## src/rtl/rnn.sv

```systemverilog
// -----------------------------------------------------------------------------
// rnn -- memory-mapped Elman RNN cell accelerator (4 hidden units, scalar input,
// signed Q8.8 data). One timestep computes
//   h <= hardtanh(W_x*x + W_h*h + b)
// on a single sequential MAC: 5 MAC cycles per neuron, 20 in total, followed by
// one commit cycle. The write to X therefore has a 21-cycle latency to new h.
//
// Ports
//   clk       in   1   clock, rising edge
//   rst_n     in   1   asynchronous active-low reset
//   read      in   1   bus read strobe (one cycle per access)
//   write     in   1   bus write strobe (one cycle per access, wins over read)
//   addr      in  32   word index, fully decoded
//   data_in   in  32   write data, bits [15:0] used
//   data_out  out 32   registered read data, 1-cycle latency, held between reads
//
// Register map (word addresses)
//   0      CTRL/STATUS  W: bit1 clears h and done   R: {30'b0, busy, done}
//   1      X            W: latch x and start a step R: sign-extended x
//   2..5   W_x[0..3]
//   6..21  W_h[i][j] at 6+4i+j
//   22..25 b[0..3]
//   26..29 h[0..3]      read-only
//   other  reads 0, writes ignored
// All writes are ignored while busy.
// -----------------------------------------------------------------------------
module rnn (
  input  logic        clk,
  input  logic        rst_n,
  input  logic        read,
  input  logic        write,
  input  logic [31:0] addr,
  input  logic [31:0] data_in,
  output logic [31:0] data_out
);

  typedef enum logic [1:0] {
    ST_IDLE   = 2'd0,
    ST_MAC    = 2'd1,
    ST_COMMIT = 2'd2
  } state_t;

  state_t             state_q;
  logic signed [15:0] wx_q [4];
  logic signed [15:0] wh_q [16];
  logic signed [15:0] b_q  [4];
  logic signed [15:0] h_q  [4];
  logic signed [15:0] hn_q [4];
  logic signed [15:0] x_q;
  logic               busy_q;
  logic               done_q;
  logic [31:0]        data_out_q;
  logic [1:0]         n_q;     // neuron being computed
  logic [2:0]         k_q;     // MAC step within the neuron, 0..4
  logic signed [39:0] acc_q;

  // MAC datapath signals
  logic [1:0]         kk_d;
  logic signed [15:0] mac_a_d;
  logic signed [15:0] mac_b_d;
  logic signed [31:0] prod_d;
  logic signed [39:0] acc_base_d;
  logic signed [39:0] acc_d;
  logic signed [39:0] shr_d;
  logic signed [15:0] clip_d;

  // Bus decode signals
  logic [1:0]         grp_idx_s;
  logic [3:0]         wh_idx_s;
  logic [31:0]        rd_data_s;
  logic               unused_s;

  function automatic logic [31:0] sext16(input logic [15:0] v);
    return {{16{v[15]}}, v};
  endfunction

  // Every 4-word group (W_x, b, h) starts at an address with [1:0] == 2, so
  // subtracting 2 modulo 4 yields the element index; W_h starts at 6 (mod 16).
  assign grp_idx_s = addr[1:0] - 2'd2;
  assign wh_idx_s  = addr[3:0] - 4'd6;
  assign unused_s  = ^data_in[31:16];
  assign data_out  = data_out_q;

  // MAC operand selection, accumulate, and Q8.8 rounding/clip of the result
  always_comb begin
    kk_d = k_q[1:0] - 2'd1;   // k=1..4 -> h index 0..3
    if (k_q == 3'd0) begin
      mac_a_d    = wx_q[n_q];
      mac_b_d    = x_q;
      // bias in Q8.8 promoted to the Q16.16 accumulator scale
      acc_base_d = {{16{b_q[n_q][15]}}, b_q[n_q], 8'h00};
    end else begin
      mac_a_d    = wh_q[{n_q, kk_d}];
      mac_b_d    = h_q[kk_d];
      acc_base_d = acc_q;
    end
    prod_d = mac_a_d * mac_b_d;
    acc_d  = acc_base_d + $signed({{8{prod_d[31]}}, prod_d});
    shr_d  = acc_d >>> 8;     // floor back to Q8.8
    if (shr_d > 40'sd256) begin
      clip_d = 16'sh0100;
    end else if (shr_d < -40'sd256) begin
      clip_d = 16'shFF00;
    end else begin
      clip_d = shr_d[15:0];
    end
  end

  // Read-data multiplexer over the register map
  always_comb begin
    rd_data_s = 32'h0000_0000;
    if (addr == 32'd0) begin
      rd_data_s = {30'd0, busy_q, done_q};
    end else if (addr == 32'd1) begin
      rd_data_s = sext16(x_q);
    end else if ((addr >= 32'd2) && (addr <= 32'd5)) begin
      rd_data_s = sext16(wx_q[grp_idx_s]);
    end else if ((addr >= 32'd6) && (addr <= 32'd21)) begin
      rd_data_s = sext16(wh_q[wh_idx_s]);
    end else if ((addr >= 32'd22) && (addr <= 32'd25)) begin
      rd_data_s = sext16(b_q[grp_idx_s]);
    end else if ((addr >= 32'd26) && (addr <= 32'd29)) begin
      rd_data_s = sext16(h_q[grp_idx_s]);
    end else begin
      rd_data_s = 32'h0000_0000;
    end
  end

  // Control FSM, register file, MAC state and registered read port
  always_ff @(posedge clk or negedge rst_n) begin
    if (!rst_n) begin
      state_q    <= ST_IDLE;
      busy_q     <= 1'b0;
      done_q     <= 1'b0;
      x_q        <= 16'sh0000;
      n_q        <= 2'd0;
      k_q        <= 3'd0;
      acc_q      <= 40'sh0;
      data_out_q <= 32'h0000_0000;
      for (int j = 0; j < 4; j++) begin
        wx_q[j] <= 16'sh0000;
        b_q[j]  <= 16'sh0000;
        h_q[j]  <= 16'sh0000;
        hn_q[j] <= 16'sh0000;
      end
      for (int j = 0; j < 16; j++) begin
        wh_q[j] <= 16'sh0000;
      end
    end else begin
      case (state_q)
        ST_IDLE: begin
          busy_q <= 1'b0;
        end
        ST_MAC: begin
          acc_q <= acc_d;
          if (k_q == 3'd4) begin
            hn_q[n_q] <= clip_d;
            k_q       <= 3'd0;
            if (n_q == 2'd3) begin
              state_q <= ST_COMMIT;
            end else begin
              n_q <= n_q + 2'd1;
            end
          end else begin
            k_q <= k_q + 3'd1;
          end
        end
        ST_COMMIT: begin
          for (int j = 0; j < 4; j++) begin
            h_q[j] <= hn_q[j];
          end
          done_q  <= 1'b1;
          busy_q  <= 1'b0;
          state_q <= ST_IDLE;
        end
        default: begin
          state_q <= ST_IDLE;
          busy_q  <= 1'b0;
        end
      endcase

      if (write) begin
        // busy_q stays high through COMMIT, so a start on that edge is dropped
        if (!busy_q) begin
          if (addr == 32'd0) begin
            if (data_in[1]) begin
              for (int j = 0; j < 4; j++) begin
                h_q[j] <= 16'sh0000;
              end
              done_q <= 1'b0;
            end
          end else if (addr == 32'd1) begin
            x_q     <= data_in[15:0];
            done_q  <= 1'b0;
            busy_q  <= 1'b1;
            n_q     <= 2'd0;
            k_q     <= 3'd0;
            state_q <= ST_MAC;
          end else if ((addr >= 32'd2) && (addr <= 32'd5)) begin
            wx_q[grp_idx_s] <= data_in[15:0];
          end else if ((addr >= 32'd6) && (addr <= 32'd21)) begin
            wh_q[wh_idx_s] <= data_in[15:0];
          end else if ((addr >= 32'd22) && (addr <= 32'd25)) begin
            b_q[grp_idx_s] <= data_in[15:0];
          end
        end
      end else if (read) begin
        data_out_q <= rd_data_s;
      end
    end
  end

endmodule

```

## config.mk

```make
export PLATFORM = sky130hd
export DESIGN_NAME = rnn
export DESIGN_NICKNAME = d
export VERILOG_FILES = /design/src/rtl/rnn.sv
export SDC_FILE = /design/constraint.sdc
export NUM_CORES = 2
export LEC_CHECK = 0
export BUFFER_PORTS_ARGS = -buffer_cell sky130_fd_sc_hd__buf_2
export CAP_MARGIN = 10
export CORE_ASPECT_RATIO = 0.9
export CORE_MARGIN = 4
export CORE_UTILIZATION = 60
export DETAILED_ROUTE_END_ITERATION = 8
export HOLD_SLACK_MARGIN = 0.15
export MAX_ROUTING_LAYER = met4
export PLACE_DENSITY = 0.77
export REMOVE_ABC_BUFFERS = 1
export SLEW_MARGIN = 20
export SYNTH_ARGS = -nofsm -noshare
export SYNTH_HDL_FRONTEND = slang
export SYNTH_SLANG_ARGS = --single-unit
```

## constraint.sdc

```tcl
create_clock -name clk -period 27.1 [get_ports clk]
set_input_delay 5.42 -clock clk [delete_from_list [all_inputs] [get_ports clk]]
set_output_delay 5.42 -clock clk [all_outputs]
set_load 0.01 [all_outputs]
```

==> Word-level counts from Yosys, hierarchy flattened <==
Cells that the tools add are included.
{ "word_totals": {"reg_bits": 609, "inputBits": 68, "output_inout_bits": 32, "wordCells": 178} }
{ "classes": {"mul": 1, "order_cmp": 18, "bitwise_logic": 11, "n_mux": 81, "add_sub_neg": 6, "n_eq_ne": 5, "reduce_logical": 16} }
{ "op_table": {"columns": ["op", "count"], "rows": [
  ["$mux W16", 23],
  ["$mux W64", 5],
  ["$bwmux W256", 1],
  ["$bmux W16 S2", 6],
  ["$bwmux W64", 3],
  ["$mux W32", 6],
  ["$bmux W16 S4", 2],
  ["$le A32 B5 Y1 const B", 3],
  ["$demux W16 S2", 2],
  ["$demux W16 S4", 1],
  ["$ge A32 B5 Y1 const B", 2],
  ["$add A40 B32 Y40", 1],
  ["$mux W40", 1],
  ["$eq A32 B1 Y1 const B", 1],
  ["$ge A32 B2 Y1 const B", 1],
  ["$ge A32 B3 Y1 const B", 1],
  ["$gt A32 B10 Y1 const B", 1],
  ["$le A32 B3 Y1 const B", 1],
  ["$logic_not A32 Y1", 1],
  ["$lt A32 B9 Y1 const B", 1],
  ["$mul A16 B16 Y32", 1],
  ["$mux W2", 13],
  ["$mux W3", 6],
  ["$mux W1", 11],
  ["other kinds (24)", 44]
]} }

==> Logic depth before layout (Yosys ltp) <==
{ "logic_depth": {"depth_word": 12, "depth_mapped": 37, "depth_no_buf": 30} }

==> Worst setup path after synthesis <==
No wires, ideal clock.
{ "synth_path": {"kind": "flip-flop to flip-flop", "startpoint": "register k_q[0]", "endpoint": "register hn_q[24] (netlist bit)", "period_less_slack_ns": 9.908, "required_time_ns": 26.979, "setup_ns": 0.121, "n_path_buf": 6, "t_arrival_ns": 9.787, "stages_incl_launch_ff": 33, "setup_slack_ns": 17.192, "cell_sequence": "dfrtp_1 buf_2 inv_1 ha_1 buf_4 clkbuf_1 buf_1 clkbuf_1 mux4_2 nand2_1 nand2_1 nand3_1 fa_1 inv_1 fa_1 inv_1 fa_1 fa_1 fa_1 fa_1 inv_1 ha_1 a21o_1 a21o_1 a2111oi_0 nand2_1 o221a_2 xnor2_2 or4_1 nor4_2 a32oi_2 buf_6 o22a_1"} }
{ "synth_between": {"elab_chain_cells": 12, "word_cells_on_any_way": 22, "cone_classes": "add/sub (2); mul (1); order compare (2); eq/ne (1); mux (12); bitwise (2); reduce/logical (2)"} }
{ "synth_rtl": {"columns": ["element", "line", "text"], "rows": [
  ["start: declaration", "54", "logic [2:0] k_q;"],
  ["start signal: assignment", "165", "k_q <= k_q + 3'd1;"],
  ["$sub A2 B1 Y2", "86", "kk_d = k_q[1:0] - 2'd1;"],
  ["$not A4 Y5 (not written as such) / $not A2 Y3 (equally long branches)", "93, 94", null],
  ["$bmux W16 S4 / $bmux W16 S2 (equally long branches)", "93, 94", null],
  ["$mux W16, on equally long branches (2 in a row)", "93, 94", null],
  ["$mux W16", "87", "if (k_q == 3'd0) begin"],
  ["$mul A16 B16 Y32", "97", "prod_d = mac_a_d * mac_b_d;"],
  ["$add A40 B32 Y40", "98", "acc_d = acc_base_d + $signed({{8{prod_d[31]}}, prod_d});"],
  ["$lt A32 B9 Y1", "102", "end else if (shr_d < -40'sd256) begin"],
  ["$mux W16", "102", null],
  ["$mux W16", "100", "if (shr_d > 40'sd256) begin"],
  ["$bwmux W64", "157", "hn_q[n_q] <= clip_d;"],
  ["end signal: indexed assignment", "157", null],
  ["end: declaration", "48", "logic signed [15:0] hn_q [4];"]
]} }
Several ways; a longest one is shown, not always the timed one. The select of a mux whose other input is x is not followed.
A chain may end at the register's enable or synchronous reset.

==> Worst setup path in the final report <==
{ "layout_path": {"startpoint": "register k_q[0]", "endpoint": "register hn_q[49] (netlist bit)"} }
Same word-level chain as after synthesis.

==> metrics.md <==
| Metric | Value |
|---|---|
| CTS Buffer Depth | 3 |
| Reg2Reg Depth | 31 |
| Vias per cell | 6.36 |
| EDFF count, synth | 0 |
| WL final | 115000 um |
| Share of cells above drive strength 1 | 25.0% |
| Worst skew pair latency | 0.68 ns |
| WL/cell | 24.3 um |
| Clock skew | 0.0582 ns |
| First-pass GRT wire length | 182000 um |
| Pwr Density | 38.9 nW/um^2 |
| FMAX | 0.0819 GHz |
| Initial DRT Pass Iterations | 5 |
| YS warnings | 0 |
| Finished Cell Area | 46200 um^2 |
| Worst stage delay on the critical path | 1.07 ns |
| Largest net degree at the start of global routing | 186 |
| Sequential share of the synthesized area | 34.5% |
| CP Max Fanout | 56 |
| PortBufs | 83 |
| Inserted Clock Buffers | 60 |
| Layout area overhead | 7.45% |
| Final setup fails | 0 |
| TNS Setup | 0 ns |
| Worst slack, placed | 15.01 ns |
| Post-CTS Resized | 0 |
| Critical path launch point type | flop |
| Initial antenna violation count | 3 |
| Tightest Pin Transition | 1.24 ns |
| Critical Path Sink Type | flop |
| Post-CTS setup buffer count | 0 |
| P_leak | 22.8 nW |
| Max-Cap Viols | 0 |
| Worst vdd ir | 0.0567 mV |
| Clock-pin slew on the worst setup and hold paths | 0.06 ns |
| Total Routing Usage GR | 31.8% |
| Primary FF master, synth | dfrtp_1 |
| Hold Path End | acc_q[1]$_DFFE_PN0P_ |
| Hold slack | 0.463 ns |
| Top Ports | 100 |
| Cell Area, Synth | 43000 um^2 |
| Root buf cell | clkbuf_16 |
| Final nets | 4264 |
| Worst EP arrival | 12.75 ns |
| DR DRC count | 0 |
| Yosys cell types | 76 |
| Min-Delay Path Class | reg2reg |
| Total power | 1.79 mW |
| Worst hold start | acc_q[1]$_DFFE_PN0P_ |
| Post-route clock period utilization | 45.1% |
| Number of global-route vias before repair | 31400 |
| Register bit count reported by yosys | 593 |
| Critical Path Slowest Stage Cell | dfrtp_4 |
| Most frequent cells in the layout | 619 x nand2_1, 590 x dfrtp_1, 425 x inv_1, 401 x mux2_2, 330 x fa_1 |
| Avg Cell Area, Syn | 11.3 um^2 |
| R2r setup slk | 14.89 ns |
| Most common cell after layout, fill and taps aside | nand2_1 |
| Status | completed |
| Min cycle time layout | 12.21 ns |
| Hold path cells | 2 |
| Starting density of the core | 61.0% |
| Post-DP Area | 44100 um^2 |
| Asr flop ratio synth | 100% |
| Worst endpoint required time | 27.65 ns |
| Syn Inst Count | 3799 |
| Cell row count | 92 |
| Final Hold Vio Count | 0 |
| Sink Count | 593 |
| # H-tree levels | 2 |
| Cts hold-fix bufs | 0 |
| Final HPWL from detailed placement | 78400 um |
| Final WS setup | 14.89 ns |
| Core box area | 70400 um^2 |
| TritonCTS clock tree | done |
| Vias after detailed routing | 30200 |
| Die Ht | 262 um |
| Worst reg2reg path startpoint | k_q[0]$_DFF_PN0_ |
| Antenna Nets Post-Route | 0 |
| Initial DRC count | 3196 |
| Total gr overflow | 0 |
| GPL Wtd Cong | 0.964 |
| Slew margin rel. | 17.0% |
| Setup repair after global routing missed its margin | no |
| FF-to-FF End | hn_q[49]$_DFFE_PN0P_ |
| Worst setup path class | reg2reg |
| Max-slew violation count | 0 |
| Total die area | 76000 um^2 |
| Die W | 290 um |
[final cells by class]
| cell class | instances | area (um^2) |
|---|---|---|
| Tap cell | 940 | 1180 |
| Sequential cell | 593 | 14900 |
| Clock buffer | 80 | 1700 |
| Clock inverter | 30 | 317 |
| Timing Repair Buffer | 138 | 891 |
| Antenna cell | 5 | 12.5 |
| Inverter | 425 | 1600 |
| Multi-Input combinational cell | 2529 | 25600 |
| Fill cell | 5251 | 24300 |
[report_power, final]
group,internal [mW],switching (mW)
Combinational,0.0149,0.0461
Sequential,0.885,0.0000000277
Clock,0.472,0.376
Total,1.37,0.423
[critical path: cells and delay by family (launching register included)]
kind,cells,cell delay [ns]
fa+ha+maj,8,4.19
buf+inv,8,2.00
compound gates,7,1.92
simple gates,5,1.15
flops,1,1.07
mux,2,1.00
xor+xnor,1,0.69
[flip-flops by register name, indices dropped and copies added, names as in the netlist]
name	count
wh_q	256
b_q	64
h_q	64
hn_q	64
wx_q	64
acc_q	40
data_out	16
x_q	16
k_q	3
n_q	2
state_q	2
busy_q	1
done_q	1
[stage by stage]
| step | utilization [%] | std cells |
|---|---|---|
| after global routing | 65.5 | 4739 |
| after floorplan | - | 3547 |
| after global placement | 62.6 | 4624 |
| after detailed placement | 62.6 | 4624 |
| final | 65.5 | 4740 |
| after CTS | 65.4 | 4734 |
[cells in the mapped netlist (4+ instances only)]
master | instances | area share [%]
o211ai_1 | 8 | 0.14
nand3_1 | 18 | 0.21
nor4_1 | 14 | 0.20
nand2b_1 | 11 | 0.16
a311oi_1 | 15 | 0.31
nor2_1 | 200 | 1.7
or2_2 | 9 | 0.13
a211oi_1 | 10 | 0.17
a211o_1 | 4 | 0.082
nand4_1 | 16 | 0.23
nand2_1 | 621 | 5.4
ha_1 | 119 | 3.5
xor2_1 | 11 | 0.22
buf_1 | 38 | 0.33
o21a_1 | 5 | 0.087
dfrtp_1 | 593 | 35
and3_1 | 14 | 0.20
xnor2_1 | 21 | 0.43
a2111oi_0 | 4 | 0.082
or3_1 | 7 | 0.10
a21oi_1 | 122 | 1.4
buf_4 | 17 | 0.30
nor2b_1 | 6 | 0.087
buf_2 | 21 | 0.24
nor3b_1 | 4 | 0.070
o31ai_1 | 10 | 0.17
o21ai_0 | 71 | 0.83
fa_1 | 330 | 15
inv_1 | 425 | 3.7
nor3_1 | 17 | 0.20
o22a_1 | 5 | 0.10
mux2i_1 | 20 | 0.47
and2_1 | 29 | 0.42
mux4_2 | 255 | 13
o21ai_1 | 33 | 0.38
a221oi_1 | 18 | 0.37
clkbuf_1 | 173 | 1.5
mux2_2 | 401 | 11
a21boi_0 | 4 | 0.070
a21o_1 | 43 | 0.75
and4_1 | 5 | 0.10
[logic make-up after synthesis]
kind of cell / share of synthesized area [%]
AND/OR/NAND/NOR: 9.55
adder cells (fa/ha/maj): 18.8
multiplexers: 24.3
AO/OA/AOI/OAI: 5.78
XOR/XNOR: 0.766
flip-flops: 34.5
buffers and inverters: 6.18
[worst max path at each step]
stage | from | slack, ns | end
finish | k_q[0]$_DFF_PN0_ | 14.89 | hn_q[49]$_DFFE_PN0P_
global route | k_q[0]$_DFF_PN0_ | 14.32 | hn_q[17]$_DFFE_PN0P_
CTS | k_q[0]$_DFF_PN0_ | 15.00 | hn_q[49]$_DFFE_PN0P_
detailed placement | k_q[0]$_DFF_PN0_ | 15.01 | hn_q[17]$_DFFE_PN0P_
global placement | k_q[0]$_DFF_PN0_ | 15.19 | hn_q[17]$_DFFE_PN0P_
floorplan | k_q[0]$_DFF_PN0_ | 12.80 | hn_q[17]$_DFFE_PN0P_
[metal layers]
metal / track usage (%) / vias up / routed length [um]
met5: - / - / 0
met4: 12.4 / 0 / 4970
met3: 7.88 / 307 / 11900
met2: 49.2 / 1523 / 53700
met1: 41.3 / 15500 / 44800
li1: - / 12800 / -
Note: power is estimated with default switching activity, not from simulation.
